**config.mk**
```make
export PLATFORM = sky130hd
export DESIGN_NAME = pipelined_rca_flat
export DESIGN_NICKNAME = d
export VERILOG_FILES = /design/src/rtl/pipelined_rca_if.sv /design/src/rtl/pipelined_rca.sv /design/src/flat_wrapper.sv
export SDC_FILE = /design/constraint.sdc
export NUM_CORES = 1
export LEC_CHECK = 0
export ABC_AREA = 1
export BUFFER_PORTS_ARGS = -buffer_cell sky130_fd_sc_hd__buf_4
export CAP_MARGIN = 15
export CORE_ASPECT_RATIO = 2
export CORE_UTILIZATION = 52
export DETAILED_ROUTE_END_ITERATION = 12
export GPL_ROUTABILITY_DRIVEN = 0
export GPL_TIMING_DRIVEN = 0
export PLACE_DENSITY = 0.74
export SKIP_CTS_REPAIR_TIMING = 1
export SYNTH_ARGS = -nofsm -noshare
export SYNTH_HDL_FRONTEND = slang
export SYNTH_SLANG_ARGS = --single-unit
```
**constraint.sdc**
```tcl
create_clock -name clk -period 2.8 [get_ports clk]
set_input_delay 0.56 -clock clk [delete_from_list [all_inputs] [get_ports clk]]
set_output_delay 0.56 -clock clk [all_outputs]
set_load 0.05 [all_outputs]
```
**src/rtl/pipelined_rca_if.sv**
```systemverilog
// Operand/result handshake bundle for the pipelined ripple-carry adder.
// The producer/consumer side uses the master modport; the adder uses slave.
interface pipelined_rca_if #(
  parameter int WIDTH = 16
);
  logic             in_valid;
  logic             in_ready;
  logic [WIDTH-1:0] in_a;
  logic [WIDTH-1:0] in_b;
  logic             in_cin;
  logic             in_sub;
  logic             out_valid;
  logic             out_ready;
  logic [WIDTH-1:0] out_sum;
  logic             out_cout;
  logic             out_ovf;

  modport master (
    output in_valid, in_a, in_b, in_cin, in_sub, out_ready,
    input  in_ready, out_valid, out_sum, out_cout, out_ovf
  );

  modport slave (
    input  in_valid, in_a, in_b, in_cin, in_sub, out_ready,
    output in_ready, out_valid, out_sum, out_cout, out_ovf
  );
endinterface

```
**src/rtl/pipelined_rca.sv**
```systemverilog
// Pipelined ripple-carry adder/subtractor: one STAGE_W-bit slice per stage,
// registered stage-boundary carries, whole pipeline stalls as a unit.
module pipelined_rca #(
  parameter int WIDTH   = 16,
  parameter int STAGE_W = 4
) (
  input logic            clk,
  input logic            rst,
  pipelined_rca_if.slave bus
);
  localparam int NSTAGES = WIDTH / STAGE_W;

  logic [NSTAGES-1:0] valid_q;
  logic [NSTAGES-1:0] valid_d;
  logic [NSTAGES-1:0] carry_q;
  logic [NSTAGES-1:0] carry_d;
  logic [WIDTH-1:0]   a_q   [NSTAGES];
  logic [WIDTH-1:0]   a_d   [NSTAGES];
  logic [WIDTH-1:0]   b_q   [NSTAGES];
  logic [WIDTH-1:0]   b_d   [NSTAGES];
  logic [WIDTH-1:0]   sum_q [NSTAGES];
  logic [WIDTH-1:0]   sum_d [NSTAGES];
  logic               ovf_q;
  logic               ovf_d;

  logic               adv_s;
  logic [WIDTH-1:0]   src_a_s;
  logic [WIDTH-1:0]   src_b_s;
  logic [WIDTH-1:0]   src_sum_s;
  logic               src_c_s;
  logic               src_v_s;
  logic [STAGE_W+1:0] slice_s;

  // Pure ripple over one slice; returns {carry into slice MSB, carry out, sum}.
  function automatic logic [STAGE_W+1:0] add_slice(
    input logic [STAGE_W-1:0] a,
    input logic [STAGE_W-1:0] b,
    input logic               c
  );
    logic [STAGE_W-1:0] s;
    logic               cy;
    logic               cm;
    s  = {STAGE_W{1'b0}};
    cy = c;
    cm = c;
    for (int i = 0; i < STAGE_W; i++) begin
      cm   = cy;
      s[i] = a[i] ^ b[i] ^ cy;
      cy   = (a[i] & b[i]) | (cy & (a[i] ^ b[i]));
    end
    return {cm, cy, s};
  endfunction

  // Next-state of every stage; each stage resolves its own slice from the previous stage.
  always_comb begin
    adv_s     = !valid_q[NSTAGES-1] || bus.out_ready;
    valid_d   = valid_q;
    carry_d   = carry_q;
    ovf_d     = ovf_q;
    src_a_s   = {WIDTH{1'b0}};
    src_b_s   = {WIDTH{1'b0}};
    src_sum_s = {WIDTH{1'b0}};
    src_c_s   = 1'b0;
    src_v_s   = 1'b0;
    slice_s   = {(STAGE_W+2){1'b0}};
    for (int k = 0; k < NSTAGES; k++) begin
      a_d[k]   = a_q[k];
      b_d[k]   = b_q[k];
      sum_d[k] = sum_q[k];
    end
    if (adv_s) begin
      for (int k = 0; k < NSTAGES; k++) begin
        if (k == 0) begin
          src_a_s   = bus.in_a;
          src_b_s   = bus.in_sub ? ~bus.in_b : bus.in_b;
          src_c_s   = bus.in_sub ? ~bus.in_cin : bus.in_cin;
          src_sum_s = {WIDTH{1'b0}};
          src_v_s   = bus.in_valid;
        end else begin
          src_a_s   = a_q[(k == 0) ? 0 : k - 1];
          src_b_s   = b_q[(k == 0) ? 0 : k - 1];
          src_c_s   = carry_q[(k == 0) ? 0 : k - 1];
          src_sum_s = sum_q[(k == 0) ? 0 : k - 1];
          src_v_s   = valid_q[(k == 0) ? 0 : k - 1];
        end
        slice_s  = add_slice(src_a_s[k*STAGE_W +: STAGE_W],
                             src_b_s[k*STAGE_W +: STAGE_W], src_c_s);
        valid_d[k] = src_v_s;
        carry_d[k] = slice_s[STAGE_W];
        a_d[k]     = src_a_s;
        b_d[k]     = src_b_s;
        sum_d[k]   = src_sum_s;
        sum_d[k][k*STAGE_W +: STAGE_W] = slice_s[STAGE_W-1:0];
      end
      // slice_s now holds the top slice, so its MSB carries give signed overflow.
      ovf_d = slice_s[STAGE_W+1] ^ slice_s[STAGE_W];
    end else begin
      ovf_d = ovf_q;
    end
  end

  // Pipeline registers; reset discards every in-flight beat.
  always_ff @(posedge clk) begin
    if (rst) begin
      valid_q <= {NSTAGES{1'b0}};
      carry_q <= {NSTAGES{1'b0}};
      ovf_q   <= 1'b0;
      for (int k = 0; k < NSTAGES; k++) begin
        a_q[k]   <= {WIDTH{1'b0}};
        b_q[k]   <= {WIDTH{1'b0}};
        sum_q[k] <= {WIDTH{1'b0}};
      end
    end else begin
      valid_q <= valid_d;
      carry_q <= carry_d;
      ovf_q   <= ovf_d;
      for (int k = 0; k < NSTAGES; k++) begin
        a_q[k]   <= a_d[k];
        b_q[k]   <= b_d[k];
        sum_q[k] <= sum_d[k];
      end
    end
  end

  assign bus.in_ready  = adv_s;
  assign bus.out_valid = valid_q[NSTAGES-1];
  assign bus.out_sum   = sum_q[NSTAGES-1];
  assign bus.out_cout  = carry_q[NSTAGES-1];
  assign bus.out_ovf   = ovf_q;
endmodule

```
**src/flat_wrapper.sv**
```systemverilog
// flat-port wrapper written by rule: the top's interface ports become plain ports
module pipelined_rca_flat 
#(
  parameter int WIDTH   = 16,
  parameter int STAGE_W = 4
)
  (clk, rst, bus_in_valid, bus_in_a, bus_in_b, bus_in_cin, bus_in_sub, bus_out_ready, bus_in_ready, bus_out_valid, bus_out_sum, bus_out_cout, bus_out_ovf);
  pipelined_rca_if #(.WIDTH(WIDTH)) bus_i ();
  input logic clk;
  input logic rst;
  input wire logic [$bits(bus_i.in_valid)-1:0] bus_in_valid;
  input wire logic [$bits(bus_i.in_a)-1:0] bus_in_a;
  input wire logic [$bits(bus_i.in_b)-1:0] bus_in_b;
  input wire logic [$bits(bus_i.in_cin)-1:0] bus_in_cin;
  input wire logic [$bits(bus_i.in_sub)-1:0] bus_in_sub;
  input wire logic [$bits(bus_i.out_ready)-1:0] bus_out_ready;
  output wire logic [$bits(bus_i.in_ready)-1:0] bus_in_ready;
  output wire logic [$bits(bus_i.out_valid)-1:0] bus_out_valid;
  output wire logic [$bits(bus_i.out_sum)-1:0] bus_out_sum;
  output wire logic [$bits(bus_i.out_cout)-1:0] bus_out_cout;
  output wire logic [$bits(bus_i.out_ovf)-1:0] bus_out_ovf;
  assign bus_i.in_valid = bus_in_valid;
  assign bus_i.in_a = bus_in_a;
  assign bus_i.in_b = bus_in_b;
  assign bus_i.in_cin = bus_in_cin;
  assign bus_i.in_sub = bus_in_sub;
  assign bus_i.out_ready = bus_out_ready;
  assign bus_in_ready = bus_i.in_ready;
  assign bus_out_valid = bus_i.out_valid;
  assign bus_out_sum = bus_i.out_sum;
  assign bus_out_cout = bus_i.out_cout;
  assign bus_out_ovf = bus_i.out_ovf;
  pipelined_rca #(.WIDTH(WIDTH), .STAGE_W(STAGE_W)) u_core (.clk(clk), .rst(rst), .bus(bus_i));
endmodule
```
==> results.sh <==
export IMPL_rsz0062_at_grt="false"
export IMPL_clk_latency_ns=0.34
export IMPL_io_buffers=55
export IMPL_place_ws_ns=-0.0937
export IMPL_drv_cap=0
export IMPL_crit_fanout=10
export IMPL_antenna_found_initial=0
export IMPL_clock_skew_ns=0.00765
export IMPL_die_area_sq_mm=0.00869
export IMPL_hold_viol_final=0
export IMPL_drive_gt1_frac=0.149
export IMPL_min_period_ns=2.52
export IMPL_pwr_share_comb=0.143
export IMPL_fmax_ghz=0.397
export IMPL_crit_arrival_ns=2.76
export IMPL_synth_top_family_by_area="simple AND/OR/NAND/NOR gates"
export IMPL_ys_seq_area_frac=0.450
export IMPL_timing_final_crit_share=0.901
export IMPL_setup_viol=0
export IMPL_path_cells="buf_2, buf_6, xnor2_1, fa_2, fa_2, fa_1, inv_1, fa_1, nor2_1, nor2_1"
export IMPL_synth_area_sq_mm=0.00432
export IMPL_initial_core_util=0.540
export IMPL_routed_via_count=3508
export IMPL_antenna_left=0
export IMPL_firstDrtPassIters=4
export IMPL_synth_fa_ha_area_frac=0.0742
export IMPL_fillCellCount=717
export IMPL_slowest_stage="fa_1"
export IMPL_wirelength_mm=9.22
export IMPL_yosys_warnings=0
export IMPL_grt_util_all_layers=0.239
export IMPL_root_buffer="clkbuf_16"
export IMPL_synthesis_instances=561
export IMPL_cts_reportedPaths_clkPinSlew_ns=0.06
export IMPL_syn_to_final_growth_pct=19.4
export IMPL_setup_ws_ns=0.278
export IMPL_design_area_sq_mm=0.00516
export IMPL_power_density_mw_per_mm2=626
export IMPL_ys_ff_latch=97
export IMPL_cp_required_ns=3.04
export IMPL_overflow=0
export IMPL_synth_area_mux_share=0
export IMPL_dieHeight_um=131
export IMPL_die_w_um=66.4
export IMPL_synth_simple_gate_area_frac=0.260
export IMPL_yosysTopAreaCell="dfxtp_1"
export IMPL_avgSynthCellArea_sq_um=7.69
export IMPL_num_rows=46
export IMPL_cp_end_kind="register"
export IMPL_hold_path_class="input pin to register"
export IMPL_cts_tree="yes"
export IMPL_cts_max_path_buffers=2
export IMPL_fp_coreArea_sq_mm=0.00800
export IMPL_slew_headroom=0.664
export IMPL_total_power_uw=3230
export IMPL_grt_first_pass_wirelength_mm=15.5
export IMPL_dpl_cell_area_sq_mm=0.00486
export IMPL_htreeDepth=3
export IMPL_grt_pass1_vias=3510
export IMPL_switching_share=0.251
export IMPL_drtIter0Drc=136
export IMPL_ff_latch_area_sq_mm=0.00194
export IMPL_worst_setup_path_start_kind="input pin"
export IMPL_ys_types=17
export IMPL_io_pins=58
export IMPL_peakVddDrop_v=0.000346
export IMPL_cpPeakStageDelay_ns=0.41
export IMPL_synth_compound_area_frac=0.123
export IMPL_drc=0
export IMPL_cts_buffers=9
export IMPL_ys_top_cells_by_area="dfxtp_1, nor2_1, o21bai_1, fa_1, nand2_1"
export IMPL_synth_nets=615
export IMPL_final_max_slew_viol_count=0
export IMPL_cts_sinks=97
export IMPL_seqPwrFrac=0.477
export IMPL_detail_route_wl_per_cell_um=12.7
export IMPL_worstMarginPinSlew_ns=0.503
export IMPL_vias_per_cell=4.83
export IMPL_status="completed"
export IMPL_crit_type="input pin to register"
export IMPL_grt_max_degree=15
export IMPL_hpwl_mm=6.90
export IMPL_switching_power_uw=811
export IMPL_finalNetCount=681
export IMPL_p_int_uw=2420
export IMPL_p_clk_frac=0.380
export IMPL_antenna_cells=0
export IMPL_p_leak_uw=0.00237
export IMPL_multiInputGateArea_sq_mm=0.00202
export IMPL_synth_top_area_frac=0.450
export IMPL_synthXorXnorAreaFrac=0.0101
[critical path: cells and delay by family]
kind / cells / cell delay, ns
XOR/XNOR: 1 / 0.16
adder cells (fa/ha/maj): 4 / 1.49
AND/OR/NAND/NOR: 2 / 0.16
buffers and inverters: 3 / 0.38
[cell usage in the layout, fill, tap and decap left out, types with 2 or more instances in the layout]
cell type and n:
nor2_1 192, dfxtp_1 97, nand2_1 79, o21bai_1 70, buf_4 57, inv_1 52, buf_2 19, fa_1 14
clkbuf_1 12, nand3b_1 11, clkbuf_16 9, xnor2_1 4, nand3_1 2, fa_2 2, clkbuf_8 2
[power by group through the flow]
stage | clock, uW | combinational (uW) | sequential (uW)
finish | 1230 | 460 | 1540
global route | 1290 | 524 | 1550
CTS | 1240 | 466 | 1540
detailed placement | 0 | 462 | 1570
global placement | 0 | 451 | 1570
floorplan | 0 | 276 | 1610
[logic make-up after synthesis]
logic type / Yosys count
and+or+nand+nor: 285
AOI/OAI and AO/OA: 71
DFF: 97
buffers and inverters: 87
xor gates and xnor gates: 5
adders and majority gates: 16
[cells in the mapped netlist]
cell,count
dfxtp_1,97
nor2_4,1
nand3b_1,11
clkbuf_1,11
buf_2,20
fa_1,16
o21bai_1,70
nand3_1,2
buf_4,2
nand2_1,79
inv_2,1
xor2_1,1
a21oi_1,1
inv_1,52
nor2_1,192
clkinv_1,1
xnor2_1,4
[flip-flops by register name, summed over array words and instances, names as in the netlist]
name                flops
u_core.a_q             24
u_core.b_q             24
u_core.bus.out_ovf      1
u_core.carry_q          4
u_core.sum_q           40
u_core.valid_q          4
[stage by stage]
| stage | setup TNS, ns | utilization | std cells | hold slack (ns) |
|---|---|---|---|---|
| 5_1_grt | 0 | 0.645 | 726 | 0.458 |
| 3_3_place_gp | -0.0395 | 0.608 | 712 | 0.453 |
| 6_report | 0 | 0.645 | 726 | 0.441 |
| 4_1_cts | 0 | 0.645 | 726 | 0.440 |
| 3_5_place_dp | -0.0937 | 0.608 | 712 | 0.463 |
| 2_1_floorplan | 0 | - | 561 | 0.436 |
[layer usage]
| layer | vias up | part of all wire | track usage | routed length (um) |
|---|---|---|---|---|
| met1 | 1602 | 0.38 | 0.243 | 3540 |
| met5 | - | 0 | 0 | 0 |
| met2 | 69 | 0.56 | 0.460 | 5160 |
| met3 | 15 | 0.034 | 0.0373 | 309 |
| li1 | 1822 | - | - | - |
| met4 | 0 | 0.023 | 0.110 | 208 |
[final cells by class]
class | instances | share of cell area
multi-input cells | 377 | 0.392
plain buffers | 33 | 0.0315
flip-flops and latches | 97 | 0.377
well taps | 96 | 0.0233
clock inverters | 2 | 0.00752
repair buffers | 55 | 0.0801
clock buffers | 12 | 0.0497
inverters | 54 | 0.0393
[path summary, 6_finish.rpt]
check	from	end	slack (ns)	cells past startpoint
worst min register to register	u_core.b_q[0][14]	u_core.b_q[0][30]	0.48	2
worst max-delay path	bus_in_sub	u_core.sum_q[0][3]	0.28	10
worst min-delay path	bus_in_a[15]	u_core.a_q[0][15]	0.44	3
worst max register to register	u_core.b_q[0][44]	u_core.sum_q[3][15]	0.48	10
Power figures use the tool's default switching activity.
